===== src/rtl/uart_tx.sv =====
// uart_tx -- byte-parallel to serial UART transmitter.
//
// Accepts one word per valid/ready handshake and shifts it out as an
// asynchronous frame: one start bit (0), DATA_BITS data bits LSB first,
// an optional even-parity bit, then STOP_BITS stop bits (1). Bit timing
// comes from an internal divider counter, so no external baud tick is needed.
//
// Optional feature: define UART_TX_PARITY_EN to insert an even-parity bit
// after the data bits. With the macro undefined, the parity state and its
// register are not built.
//
// Parameters:
//   CLKS_PER_BIT  clock cycles per serial bit (2..65535)
//   DATA_BITS     data bits per frame (5..8)
//   STOP_BITS     stop bits per frame (1 or 2)
//
// Ports:
//   clk       in   single clock, rising-edge active
//   rst_n     in   asynchronous active-low reset
//   tx_data   in   word to send; sampled only on an accepting edge
//   tx_valid  in   upstream presents tx_data
//   tx_ready  out  block accepts a word this cycle (registered)
//   tx        out  serial line, idle high (registered)
//   busy      out  frame in progress, inverse of tx_ready (registered)

module uart_tx #(
  parameter int CLKS_PER_BIT = 16,
  parameter int DATA_BITS    = 8,
  parameter int STOP_BITS    = 1
) (
  input  logic                 clk,
  input  logic                 rst_n,
  input  logic [DATA_BITS-1:0] tx_data,
  input  logic                 tx_valid,
  output logic                 tx_ready,
  output logic                 tx,
  output logic                 busy
);

  localparam int CW = $clog2(CLKS_PER_BIT);
  localparam int BW = $clog2(DATA_BITS);

  localparam logic [CW-1:0] CNT_LAST  = CW'(CLKS_PER_BIT - 1);
  localparam logic [BW-1:0] BIT_LAST  = BW'(DATA_BITS - 1);
  localparam logic          STOP_LAST = 1'(STOP_BITS - 1);

  typedef enum logic [2:0] {
    S_IDLE  = 3'd0,
    S_START = 3'd1,
    S_DATA  = 3'd2,
`ifdef UART_TX_PARITY_EN
    S_PAR   = 3'd3,
`endif
    S_STOP  = 3'd4
  } state_t;

  state_t               r_state;
  logic [CW-1:0]        r_cnt;
  logic [BW-1:0]        r_bit;
  logic                 r_stop;
  logic [DATA_BITS-1:0] r_shift;
  logic                 r_tx;
  logic                 r_ready;
  logic                 r_busy;
`ifdef UART_TX_PARITY_EN
  logic                 r_par;
`endif

  // Last cycle of the current bit period.
  logic w_bit_end;
  assign w_bit_end = (r_cnt == CNT_LAST);

  // All outputs come straight from flops. r_tx is loaded with the value of
  // the *next* bit on the edge that ends the current one, so the line
  // changes exactly on bit-period boundaries.
  always_ff @(posedge clk or negedge rst_n) begin
    if (!rst_n) begin
      r_state <= S_IDLE;
      r_cnt   <= '0;
      r_bit   <= '0;
      r_stop  <= 1'b0;
      r_shift <= '0;
      r_tx    <= 1'b1;
      r_ready <= 1'b1;
      r_busy  <= 1'b0;
`ifdef UART_TX_PARITY_EN
      r_par   <= 1'b0;
`endif
    end else begin
      case (r_state)
        S_IDLE: begin
          r_tx    <= 1'b1;
          r_ready <= 1'b1;
          r_busy  <= 1'b0;
          if (tx_valid && r_ready) begin
            r_shift <= tx_data;
            r_cnt   <= '0;
            r_bit   <= '0;
            r_tx    <= 1'b0;
            r_ready <= 1'b0;
            r_busy  <= 1'b1;
`ifdef UART_TX_PARITY_EN
            r_par   <= ^tx_data;
`endif
            r_state <= S_START;
          end
        end

        S_START: begin
          if (w_bit_end) begin
            r_cnt   <= '0;
            r_bit   <= '0;
            r_tx    <= r_shift[0];
            r_state <= S_DATA;
          end else begin
            r_cnt <= r_cnt + CW'(1);
          end
        end

        S_DATA: begin
          if (w_bit_end) begin
            r_cnt   <= '0;
            r_shift <= r_shift >> 1;
            if (r_bit == BIT_LAST) begin
`ifdef UART_TX_PARITY_EN
              r_tx    <= r_par;
              r_state <= S_PAR;
`else
              r_tx    <= 1'b1;
              r_stop  <= 1'b0;
              r_state <= S_STOP;
`endif
            end else begin
              r_bit <= r_bit + BW'(1);
              // Bit 1 is the next bit out once the register has shifted.
              r_tx  <= r_shift[1];
            end
          end else begin
            r_cnt <= r_cnt + CW'(1);
          end
        end

`ifdef UART_TX_PARITY_EN
        S_PAR: begin
          if (w_bit_end) begin
            r_cnt   <= '0;
            r_tx    <= 1'b1;
            r_stop  <= 1'b0;
            r_state <= S_STOP;
          end else begin
            r_cnt <= r_cnt + CW'(1);
          end
        end
`endif

        S_STOP: begin
          r_tx <= 1'b1;
          if (w_bit_end) begin
            r_cnt <= '0;
            if (r_stop == STOP_LAST) begin
              // Ready rises in the cycle after the last stop cycle.
              r_ready <= 1'b1;
              r_busy  <= 1'b0;
              r_state <= S_IDLE;
            end else begin
              r_stop <= 1'b1;
            end
          end else begin
            r_cnt <= r_cnt + CW'(1);
          end
        end

        default: begin
          r_tx    <= 1'b1;
          r_ready <= 1'b1;
          r_busy  <= 1'b0;
          r_cnt   <= '0;
          r_state <= S_IDLE;
        end
      endcase
    end
  end

  assign tx       = r_tx;
  assign tx_ready = r_ready;
  assign busy     = r_busy;

endmodule


===== config.mk =====
export PLATFORM = sky130hd
export DESIGN_NAME = uart_tx
export DESIGN_NICKNAME = d
export VERILOG_FILES = /design/src/rtl/uart_tx.sv
export SDC_FILE = /design/constraint.sdc
export NUM_CORES = 1
export LEC_CHECK = 0
export CAP_MARGIN = 15
export CORE_UTILIZATION = 45
export CTS_BUF_LIST = sky130_fd_sc_hd__clkbuf_8 sky130_fd_sc_hd__clkbuf_16
export DETAILED_ROUTE_END_ITERATION = 16
export GPL_ROUTABILITY_DRIVEN = 0
export MAX_ROUTING_LAYER = met4
export PLACE_DENSITY = 0.71
export SLEW_MARGIN = 25
export SYNTH_ARGS = -nofsm -noshare
export SYNTH_HDL_FRONTEND = slang
export SYNTH_SLANG_ARGS = --single-unit

===== constraint.sdc =====
create_clock -name clk -period 2.09 [get_ports clk]
set_input_delay 0.209 -clock clk [delete_from_list [all_inputs] [get_ports clk]]
set_output_delay 0.209 -clock clk [all_outputs]
set_load 0.03 [all_outputs]

==> results by group, run 1 <==
Clock tree
  • Num CTS Buffers: 3
  • CTS tree: built
  • Post_cts resized: 0
  • Root Driver: clkbuf_8
  • CTS H-tree depth: 1
  • CTS sink cnt: 21
  • CTS clk-pin slew, worst paths: 70 ps
  • Clock Latency Late Sink: 250 ps
  • CTS Hold Bufs: 0
  • Post-CTS setup buffer count: 0
  • Clock buffer depth: 2

Global routing
  • Grt ovf: 0
  • Largest net degree at the start of global routing: 22
  • Number of antenna violations at the first check in global routing: 0
  • First-pass GRT wire length: 3.77 mm
  • Vias in the first global route: 846
  • Gr usage total: 0.195

Timing
  • Setup violators final: 0
  • Min cycle time layout: 1850 ps
  • Slew at the pin closest to its max-slew limit: 501 ps
  • Worst clock skew: 0.970 ps
  • Hold_ws: 296 ps
  • Slew headroom: 0.666
  • Max Clk Rate: 539 MHz
  • Max-slew violations: 0
  • Hold Violations, Final: 0
  • Setup_tns: 0 ps
  • Final period util: 0.887
  • RSZ-0062 raised after global routing: false

Routing
  • ANT nets after route: 0
  • Residual DRC count: 0
  • Via density: 5.52
  • Mean routed wirelength per cell: 13.0 um
  • DRT iter0 DRCs: 14
  • Routed wire length: 2.05 mm
  • Via count: 872
  • DRT Pass-1 Iters: 5

Die
  • Num rows: 17
  • Die area: 2700 um^2
  • # IOs: 14
  • Starting Density: 0.494
  • Core area: 2280 um^2
  • Die H: 52.0 um
  • Horiz. Die Dim: 52.0 um

Critical path
  • CP startpoint kind: flop
  • Critical path class: reg -> reg
  • Slowest library cell on the worst path: dfrtp_1
  • WP buf/inv: 0
  • Crit path max-delay family: simple AND/OR/NAND/NOR gates
  • Levels on crit path: 6
  • Worst Path Arrival: 2000 ps
  • Most used cell, CP: ha_1
  • Cells on worst reg2reg path: 6
  • Critical-path cell list: ha_1 -> ha_1 -> nor2_1 -> o2bb2ai_1 -> or3_4 -> mux2_4
  • Reg2reg setup slack: 240 ps
  • Worst-path fanout max: 3
  • Setup crit end kind: flop
  • CP peak stage delay: 420 ps
  • Req. time, crit path: 2230 ps

Placement
  • DP HPWL: 1.48 mm
  • Count of input and output buffers: 13

Synth
  • Post-synthesis register bit count: 21
  • Cells after Synth: 116
  • Synth warn: 0
  • Synth Net Count: 130
  • Register area share after synthesis: 0.469
  • Area of the mapped netlist: 1120 um^2
  • Synth cell types: 42
  • Mean Syn Cell Area: 9.70 um^2

Pwr
  • Static Leakage: 0.619 nW
  • Power per cell area: 525 nW/um^2
  • Peak VDD IR: 0.000410 V

Final layout
  • FILL cells: 206
  • Multi-input logic area: 538 um^2
  • Commonest non-fill, non-tap cells in the layout: dfrtp_1, nor2_1, clkdlybuf4s50_1
  • Commonest non-fill, non-tap cell in the layout: dfrtp_1
  • # diodes: 0
  • Sequential Area: 528 um^2
  • Layout cells sized above 1: 0.131
  • P&R area growth vs syn: 17.1%
  • NumNets Final: 145

Outcome
  • Status: finished, final reports clean

Flow run
  • Max Cap Viol: 0

Worst hold path
  • Min-Delay Path Class: in -> async
[worst paths after layout]
| check | from | endpoint |
|---|---|---|
| hold reg to reg | tx | tx |
| setup reg to reg | r_bit[0] | r_bit[0] |
| max in group asynchronous | rst_n | tx_ready |
| min in group clk | tx | tx |
| setup / recovery | r_bit[0] | r_bit[0] |
| hold / removal | rst_n | r_shift[0] |
[registers in the layout (all words and copies together), names as in the netlist]
signal	flops
r_shift	8
tx	1
busy	1
r_state	3
r_bit	3
tx_ready	1
r_cnt	4
[cells in the mapped netlist, drive strengths merged]
master    n  share of area
nand2b    1         0.0056
a21o      1         0.0067
or3       2          0.016
nor3      1         0.0044
inv       7          0.023
dfrtp    19           0.42
xnor2     1         0.0078
a22o      1         0.0078
dfstp     2          0.047
nor3b     1          0.011
nand3b    1         0.0067
o2bb2ai   1         0.0078
o21ba     1         0.0089
or3b      1         0.0078
nand4     1         0.0056
nand3     4          0.018
a211oi    2          0.018
o21ai     4          0.021
nor2b     1         0.0056
mux2i     4          0.036
nand4b    1         0.0078
nor4      1         0.0056
a31oi     3          0.017
nor2     15          0.052
and3      1          0.010
o22ai     9          0.056
clkbuf    2         0.0078
mux2      1          0.013
a31o      1         0.0078
a21oi     8          0.036
or2b      2          0.013
ha        3          0.033
nand2    10          0.033
buf       3          0.021
[stage by stage]
stage	instance area (um^2)	total power, mW	setup WS [ps]	cells	util
floorplan	1120	0.417	359	116	-
global placement	1270	0.445	279	154	0.559
detailed placement	1270	0.445	257	154	0.559
CTS	1320	0.703	244	158	0.579
global route	1320	0.726	135	158	0.579
finish	1320	0.692	236	158	0.579
[worst reg2reg max path: stages (launching register included)]
cell,delay (ps)
dfrtp_1,420
ha_1,220
ha_1,220
nor2_1,90
o2bb2ai_1,90
or3_4,400
mux2_4,310
[layout make-up]
cell class	count	share of cell area
clock buffers	3	0.0313
clock inverters	1	0.00285
inverters	7	0.0199
multi-input cells	83	0.408
flip-flops and latches	21	0.401
well taps	28	0.0266
repair buffers	15	0.110
[report_power, final]
part | switching, mW | total (mW) | internal (mW)
clock | 0.125 | 0.255 | 0.131
combinational | 0.0119 | 0.0306 | 0.0187
sequential | 0 | 0.406 | 0.406
[metal layers]
layer / wire [um] / vias up / GRT usage / part of all wire
met4: 16 / 0 / 0.0676 / 0.0078
li1: - / 445 / - / -
met3: 59 / 2 / 0.0351 / 0.029
met5: 0 / - / - / 0
met1: 968 / 411 / 0.245 / 0.47
met2: 1010 / 14 / 0.314 / 0.49
[kinds of logic after synthesis]
family,synth area share
fa+ha+maj,0.0334
buf+inv,0.0523
compound gates,0.186
simple gates,0.202
mux,0.0489
xor+xnor,0.00779
flops,0.469
No activity file was read; power rests on OpenSTA's default activity.
==> run 2, diff against run 1 <==
--- a/config.mk
+++ b/config.mk
@@ -5,7 +5,8 @@
 export SDC_FILE = /design/constraint.sdc
 export NUM_CORES = 1
 export LEC_CHECK = 0
-export CAP_MARGIN = 15
+export ABC_CLOCK_PERIOD_IN_PS = 2090
+export CAP_MARGIN = 20
 export CORE_UTILIZATION = 45
 export CTS_BUF_LIST = sky130_fd_sc_hd__clkbuf_8 sky130_fd_sc_hd__clkbuf_16
 export DETAILED_ROUTE_END_ITERATION = 16
==> results of run 2 <==
The final DEF is identical to that of run 1; final timing and power are the same.
